**src/rtl/frame_cfg_pkg.sv**
```systemverilog
// Shared definitions for the frame configuration sequencer: header layout and FSM states.
package frame_cfg_pkg;

    localparam logic [7:0]  SYNC_BYTE     = 8'hFA;
    localparam int unsigned HDR_FIELD_W   = 8;
    localparam int unsigned HDR_SYNC_LSB  = 24;
    localparam int unsigned HDR_COL_LSB   = 16;
    localparam int unsigned HDR_FRAME_LSB = 8;

    typedef enum logic [1:0] {
        IDLE   = 2'd0,
        LOAD   = 2'd1,
        STROBE = 2'd2,
        GUARD  = 2'd3
    } seq_state_t;

endpackage

```
**src/rtl/frame_strobe_decoder.sv**
```systemverilog
// Registered one-hot decoder from (column, frame, enable) to the FrameStrobe vector.
module frame_strobe_decoder #(
    parameter int unsigned MaxFramesPerCol = 20,
    parameter int unsigned NumColumns      = 16,
    parameter int unsigned ColW            = 4,
    parameter int unsigned FrameW          = 5
) (
    input  logic                                  CLK,
    input  logic                                  RST,
    input  logic [ColW-1:0]                       column,
    input  logic [FrameW-1:0]                     frame,
    input  logic                                  en,
    output logic [MaxFramesPerCol*NumColumns-1:0] strobe
);

    localparam int unsigned NumStrobes = MaxFramesPerCol * NumColumns;
    localparam int unsigned IdxW       = (NumStrobes > 1) ? $clog2(NumStrobes) : 1;

    logic [IdxW-1:0] idx;

    assign idx = IdxW'(column) * IdxW'(MaxFramesPerCol) + IdxW'(frame);

    always_ff @(posedge CLK or posedge RST) begin
        if (RST) begin
            strobe <= '0;
        end else begin
            strobe <= en ? (NumStrobes'(1) << idx) : '0;
        end
    end

endmodule

```
**src/rtl/frame_config_sequencer.sv**
```systemverilog
// Loads one frame (header + NumRows words) onto FrameData, then strobes one FrameStrobe bit.
// Optional macro FRAME_SEQ_COUNT_EN adds a saturating 16-bit FrameCount output.
module frame_config_sequencer
    import frame_cfg_pkg::*;
#(
    parameter int unsigned FrameBitsPerRow = 32,
    parameter int unsigned MaxFramesPerCol = 20,
    parameter int unsigned NumRows         = 8,
    parameter int unsigned NumColumns      = 16,
    parameter int unsigned StrobeCycles    = 2
) (
    input  logic                                  CLK,
    input  logic                                  RST,
    input  logic [FrameBitsPerRow-1:0]            WordData,
    input  logic                                  WordValid,
    output logic                                  WordReady,
    input  logic                                  ErrClear,
    output logic [FrameBitsPerRow*NumRows-1:0]    FrameData,
    output logic [MaxFramesPerCol*NumColumns-1:0] FrameStrobe,
    output logic                                  Busy,
    output logic                                  Error
`ifdef FRAME_SEQ_COUNT_EN
    ,
    output logic [15:0]                           FrameCount
`endif
);

    localparam int unsigned RowW    = (NumRows > 1) ? $clog2(NumRows) : 1;
    localparam int unsigned StrobeW = (StrobeCycles > 1) ? $clog2(StrobeCycles) : 1;
    localparam int unsigned ColW    = (NumColumns > 1) ? $clog2(NumColumns) : 1;
    localparam int unsigned FrameW  = (MaxFramesPerCol > 1) ? $clog2(MaxFramesPerCol) : 1;

    seq_state_t         state;
    logic [RowW-1:0]    row_cnt;
    logic [StrobeW-1:0] strobe_cnt;
    logic [ColW-1:0]    col_q;
    logic [FrameW-1:0]  frame_q;

    logic                   transfer;
    logic                   last_row;
    logic                   strobe_en;
    logic [HDR_FIELD_W-1:0] hdr_sync;
    logic [HDR_FIELD_W-1:0] hdr_col;
    logic [HDR_FIELD_W-1:0] hdr_frame;
    logic                   hdr_ok;

    // Ready depends on state only; held low while reset is asserted.
    assign WordReady = !RST && (state == IDLE || state == LOAD);
    assign Busy      = (state != IDLE);
    assign transfer  = WordValid && WordReady;

    assign hdr_sync  = WordData[HDR_SYNC_LSB  +: HDR_FIELD_W];
    assign hdr_col   = WordData[HDR_COL_LSB   +: HDR_FIELD_W];
    assign hdr_frame = WordData[HDR_FRAME_LSB +: HDR_FIELD_W];
    assign hdr_ok    = (hdr_sync == SYNC_BYTE) &&
                       (hdr_col < HDR_FIELD_W'(NumColumns)) &&
                       (hdr_frame < HDR_FIELD_W'(MaxFramesPerCol));

    assign last_row  = (row_cnt == RowW'(NumRows - 1));

    // Strobe register is loaded on the edge that completes the frame and held for StrobeCycles.
    assign strobe_en = ((state == LOAD) && transfer && last_row) ||
                       ((state == STROBE) && (strobe_cnt != StrobeW'(StrobeCycles - 1)));

    always_ff @(posedge CLK or posedge RST) begin
        if (RST) begin
            state      <= IDLE;
            row_cnt    <= '0;
            strobe_cnt <= '0;
            col_q      <= '0;
            frame_q    <= '0;
            FrameData  <= '0;
            Error      <= 1'b0;
        end else begin
            if (ErrClear) begin
                Error <= 1'b0;
            end
            case (state)
                IDLE: begin
                    if (transfer) begin
                        if (hdr_ok) begin
                            col_q   <= ColW'(hdr_col);
                            frame_q <= FrameW'(hdr_frame);
                            row_cnt <= '0;
                            state   <= LOAD;
                        end else begin
                            Error <= 1'b1;
                        end
                    end
                end
                LOAD: begin
                    if (transfer) begin
                        for (int r = 0; r < int'(NumRows); r++) begin
                            if (row_cnt == RowW'(r)) begin
                                FrameData[r*FrameBitsPerRow +: FrameBitsPerRow] <= WordData;
                            end
                        end
                        if (last_row) begin
                            row_cnt    <= '0;
                            strobe_cnt <= '0;
                            state      <= STROBE;
                        end else begin
                            row_cnt <= row_cnt + RowW'(1);
                        end
                    end
                end
                STROBE: begin
                    if (strobe_cnt == StrobeW'(StrobeCycles - 1)) begin
                        strobe_cnt <= '0;
                        state      <= GUARD;
                    end else begin
                        strobe_cnt <= strobe_cnt + StrobeW'(1);
                    end
                end
                GUARD: begin
                    state <= IDLE;
                end
                default: begin
                    state <= IDLE;
                end
            endcase
        end
    end

`ifdef FRAME_SEQ_COUNT_EN
    logic [15:0] count_q;

    // Counts frames as they enter STROBE; saturates and ignores ErrClear.
    always_ff @(posedge CLK or posedge RST) begin
        if (RST) begin
            count_q <= '0;
        end else if ((state == LOAD) && transfer && last_row && (count_q != 16'hFFFF)) begin
            count_q <= count_q + 16'd1;
        end
    end

    assign FrameCount = count_q;
`endif

    frame_strobe_decoder #(
        .MaxFramesPerCol (MaxFramesPerCol),
        .NumColumns      (NumColumns),
        .ColW            (ColW),
        .FrameW          (FrameW)
    ) u_strobe_decoder (
        .CLK    (CLK),
        .RST    (RST),
        .column (col_q),
        .frame  (frame_q),
        .en     (strobe_en),
        .strobe (FrameStrobe)
    );

endmodule

```
**config.mk**
```make
export PLATFORM = sky130hd
export DESIGN_NAME = frame_config_sequencer
export DESIGN_NICKNAME = d
export VERILOG_FILES = /design/src/rtl/frame_cfg_pkg.sv /design/src/rtl/frame_strobe_decoder.sv /design/src/rtl/frame_config_sequencer.sv
export SDC_FILE = /design/constraint.sdc
export NUM_CORES = 1
export LEC_CHECK = 0
export ABC_AREA = 1
export CAP_MARGIN = 20
export CORE_AREA = 3 3 238 240
export DETAILED_ROUTE_END_ITERATION = 8
export DIE_AREA = 0 0 241 243
export GPL_TIMING_DRIVEN = 0
export MAX_ROUTING_LAYER = met4
export PLACE_DENSITY = 0.69
export REMOVE_ABC_BUFFERS = 1
export SYNTH_ARGS = -nofsm -noshare
export SYNTH_HDL_FRONTEND = slang
export SYNTH_SLANG_ARGS = --single-unit
```
**constraint.sdc**
```tcl
create_clock -name CLK -period 23 [get_ports CLK]
set_clock_uncertainty 0.15 [all_clocks]
set_input_delay 4.6 -clock CLK [delete_from_list [all_inputs] [get_ports CLK]]
set_output_delay 4.6 -clock CLK [all_outputs]
set_load 0.02 [all_outputs]
```
==> results.py <==
metrics = {
    "status": {
        "outcome": "completed",
    },
    "yosys": {
        "postSynthCellCount": 2146,
        "synth-edff-count": 0,
        "postSynthAreaPerCell_sq_um": 10.24,
        "yosys_register_bits": 592,
        "ys_seq_area_share_pct": 67.44,
        "synth_cell_types": 30,
        "netlist_area_sq_mm": 0.02197,
        "async_flop_share_pct": 100.0,
        "synth_warnings": 0,
        "synth_flop_cell": "dfrtp_1",
    },
    "global_routing": {
        "grt_pass1_wl_um": 108300,
        "antenna_found_initial": 3,
        "track_usage_pct": 24.74,
        "grt-ovfl-total": 0,
        "grt_max_degree": 134,
        "grt_pass1_vias": 17610,
    },
    "job": {
        "drv_cap": 0,
    },
    "routing": {
        "via_per_inst": 5.012,
        "wl_per_cell_um": 20.60,
        "drt-initial-drc-count": 1176,
        "antenna_left": 0,
        "drt_first_pass_iters": 5,
        "vias": 17313,
        "drt_wl_total_um": 71150,
        "route.detailed.drc": 0,
    },
    "setup_path": {
        "cp_slowest_cell": "clkdlybuf4s50_1",
        "reg2reg_from": "col_q[1]",
        "cp-start-kind": "input pin",
        "cp.required_ns": 18.25,
        "crit_fanout": 2,
        "ff2ff_path_depth": 11,
        "rrSetupSlack_ns": 19.33,
        "worstPathArrival_ns": 5.93,
        "rr_endpoint": "u_strobe_decoder.strobe[89]",
        "path_buf_inv": 2,
        "crit_top_cell": "clkdlybuf4s50_1",
        "crit_family": "buffers and inverters",
        "path_class": "input pin to output port",
        "worstPathCellList": "clkdlybuf4s50_1 -> nor2_4 -> clkdlybuf4s50_1",
        "crit_path_max_incr_delay_ns": 0.61,
        "endpoint_kind": "output port",
    },
    "hold_path": {
        "hold_end": "FrameData[106]",
        "hp-start": "FrameData[106]",
        "holdPathStages": 2,
        "hold_path.class": "register to register",
    },
    "finish": {
        "final_area_sq_mm": 0.03046,
        "final_common_cell": "clkdlybuf4s50_1",
        "regArea_sq_mm": 0.01481,
        "multi_input_area_sq_mm": 0.006113,
        "layout-drive-gt1-share_pct": 5.242,
        "final_cell_mix": "clkdlybuf4s50_1, dfrtp_1, nor2_1",
        "nets": 2752,
        "area_growth_pct": 38.66,
        "nFillCells": 4627,
    },
    "timing": {
        "worstMarginPinSlew_ns": 0.9967,
        "layout_worst_path_cycle_share_pct": 46.44,
        "relSlewSlack_pct": 33.56,
        "hold_viol_final": 0,
        "timing.final.max_slew_violations": 0,
        "grt_setup_unrepaired": "false",
        "holdWs_ns": 0.3329,
        "finalSetupViolCount": 0,
        "worst_slack_ns": 12.32,
        "max_clock_freq_mhz": 93.62,
        "fin_crit_ns": 10.68,
    },
    "floorplanning": {
        "die_area_sq_mm": 0.05856,
        "ios": 615,
        "initial_core_util_pct": 40.03,
        "die_x_um": 241,
        "fp.dieH_um": 243,
        "core_area_sq_mm": 0.05488,
        "num_rows": 86,
    },
    "clock_tree": {
        "postCtsHoldBufs": 0,
        "cts_tree": "yes",
        "postCtsResizedCells": 0,
        "cts_buffers": 59,
        "postCtsSetupBuffers": 0,
        "clock_path_buffers": 3,
        "htreeDepth": 2,
        "root_buffer": "clkbuf_16",
        "clkSinkCount": 592,
        "worstSkewPairLatency_ns": 0.61,
        "path_clk_slew_ns": 0.06,
    },
    "power": {
        "p_per_area_mw_per_mm2": 77.40,
        "leakagePower_nw": 13.29,
        "ir_drop_v": 0.00007695,
    },
    "place": {
        "post-dp-hpwl_um": 48140,
        "place_ws_ns": 12.32,
        "placement.io_buffers": 614,
        "gp_congestion": 0.8637,
        "place_area_sq_mm": 0.02845,
    },
}
power breakdown:
| group | internal [mW] | leakage [nW] | switching [mW] |
|---|---|---|---|
| sequential | 1.07 | 8.25 | 0.0201 |
| clock | 0.577 | 0.987 | 0.409 |
| combinational | 0.0919 | 4.06 | 0.184 |
per-stage QoR:
stage / power, mW / util, % / instances / TNS [ns]
floorplan: 1.260 / - / 2012 / 0
global placement: 1.377 / 51.30 / 3330 / -2316.94
detailed placement: 1.390 / 51.84 / 3340 / 0
CTS: 2.374 / 55.49 / 3451 / 0
global route: 2.446 / 55.50 / 3454 / 0
finish: 2.357 / 55.50 / 3454 / 0
logic make-up after synthesis:
| family | synth area share [%] |
|---|---|
| simple gates | 20.36 |
| compound gates | 6.175 |
| buf+inv | 4.876 |
| flops | 67.44 |
| fa+ha+maj | 1.151 |
sequential cells by signal (all words and copies together) (netlist names):
| register | flops |
|---|---|
| col_q | 4 |
| strobe_cnt | 1 |
| row_cnt | 3 |
| frame_q | 5 |
| u_strobe_decoder.strobe | 320 |
| Error | 1 |
| state | 2 |
| FrameData | 256 |
worst max-delay path by stage:
stage               depth (start not counted)                      endpoint  start
floorplan                                   1                         Error    RST
global placement                            2  u_strobe_decoder.strobe[185]    RST
detailed placement                          3                     WordReady    RST
CTS                                         3                     WordReady    RST
global route                                3                     WordReady    RST
finish                                      3                     WordReady    RST
tightest hold or removal path: stages, from the launching register on:
cell and delay [ns]:
dfrtp_1 0.34, nand2_1 0.05, o21ai_0 0.06
cell usage after synthesis, types with 4 or more instances:
library cell | count | area [sq um]
nand2_2 | 9 | 56.30
nand2_4 | 4 | 45.04
buf_6 | 29 | 326.6
nor2_4 | 12 | 135.1
nor2_1 | 442 | 1659
buf_2 | 72 | 360.4
ha_1 | 17 | 212.7
nand3_4 | 6 | 105.1
buf_1 | 4 | 15.01
clkbuf_1 | 23 | 86.33
nand4_1 | 9 | 56.30
dfrtp_1 | 592 | 14810
nand2_1 | 429 | 1610
o21ai_1 | 126 | 630.6
o21ai_0 | 141 | 705.7
nand3_1 | 151 | 755.7
inv_1 | 59 | 221.5
buf_4 | 4 | 30.03
per-layer routing:
metal / global-route usage [%] / wire length (um)
met5: - / 0
met4: 8.243 / 2414
met3: 8.579 / 7007
met2: 39.82 / 34500
met1: 29.02 / 27220
area by class of cell:
cell class	instances	area share, %
inverters	62	0.7887
clock buffers	92	5.850
clock inverters	19	0.7271
repair buffers	624	21.01
well taps	704	2.892
diodes	3	0.02465
flip-flops and latches	592	48.64
multi-input cells	1358	20.07
Note: power is estimated with default switching activity, not from simulation.
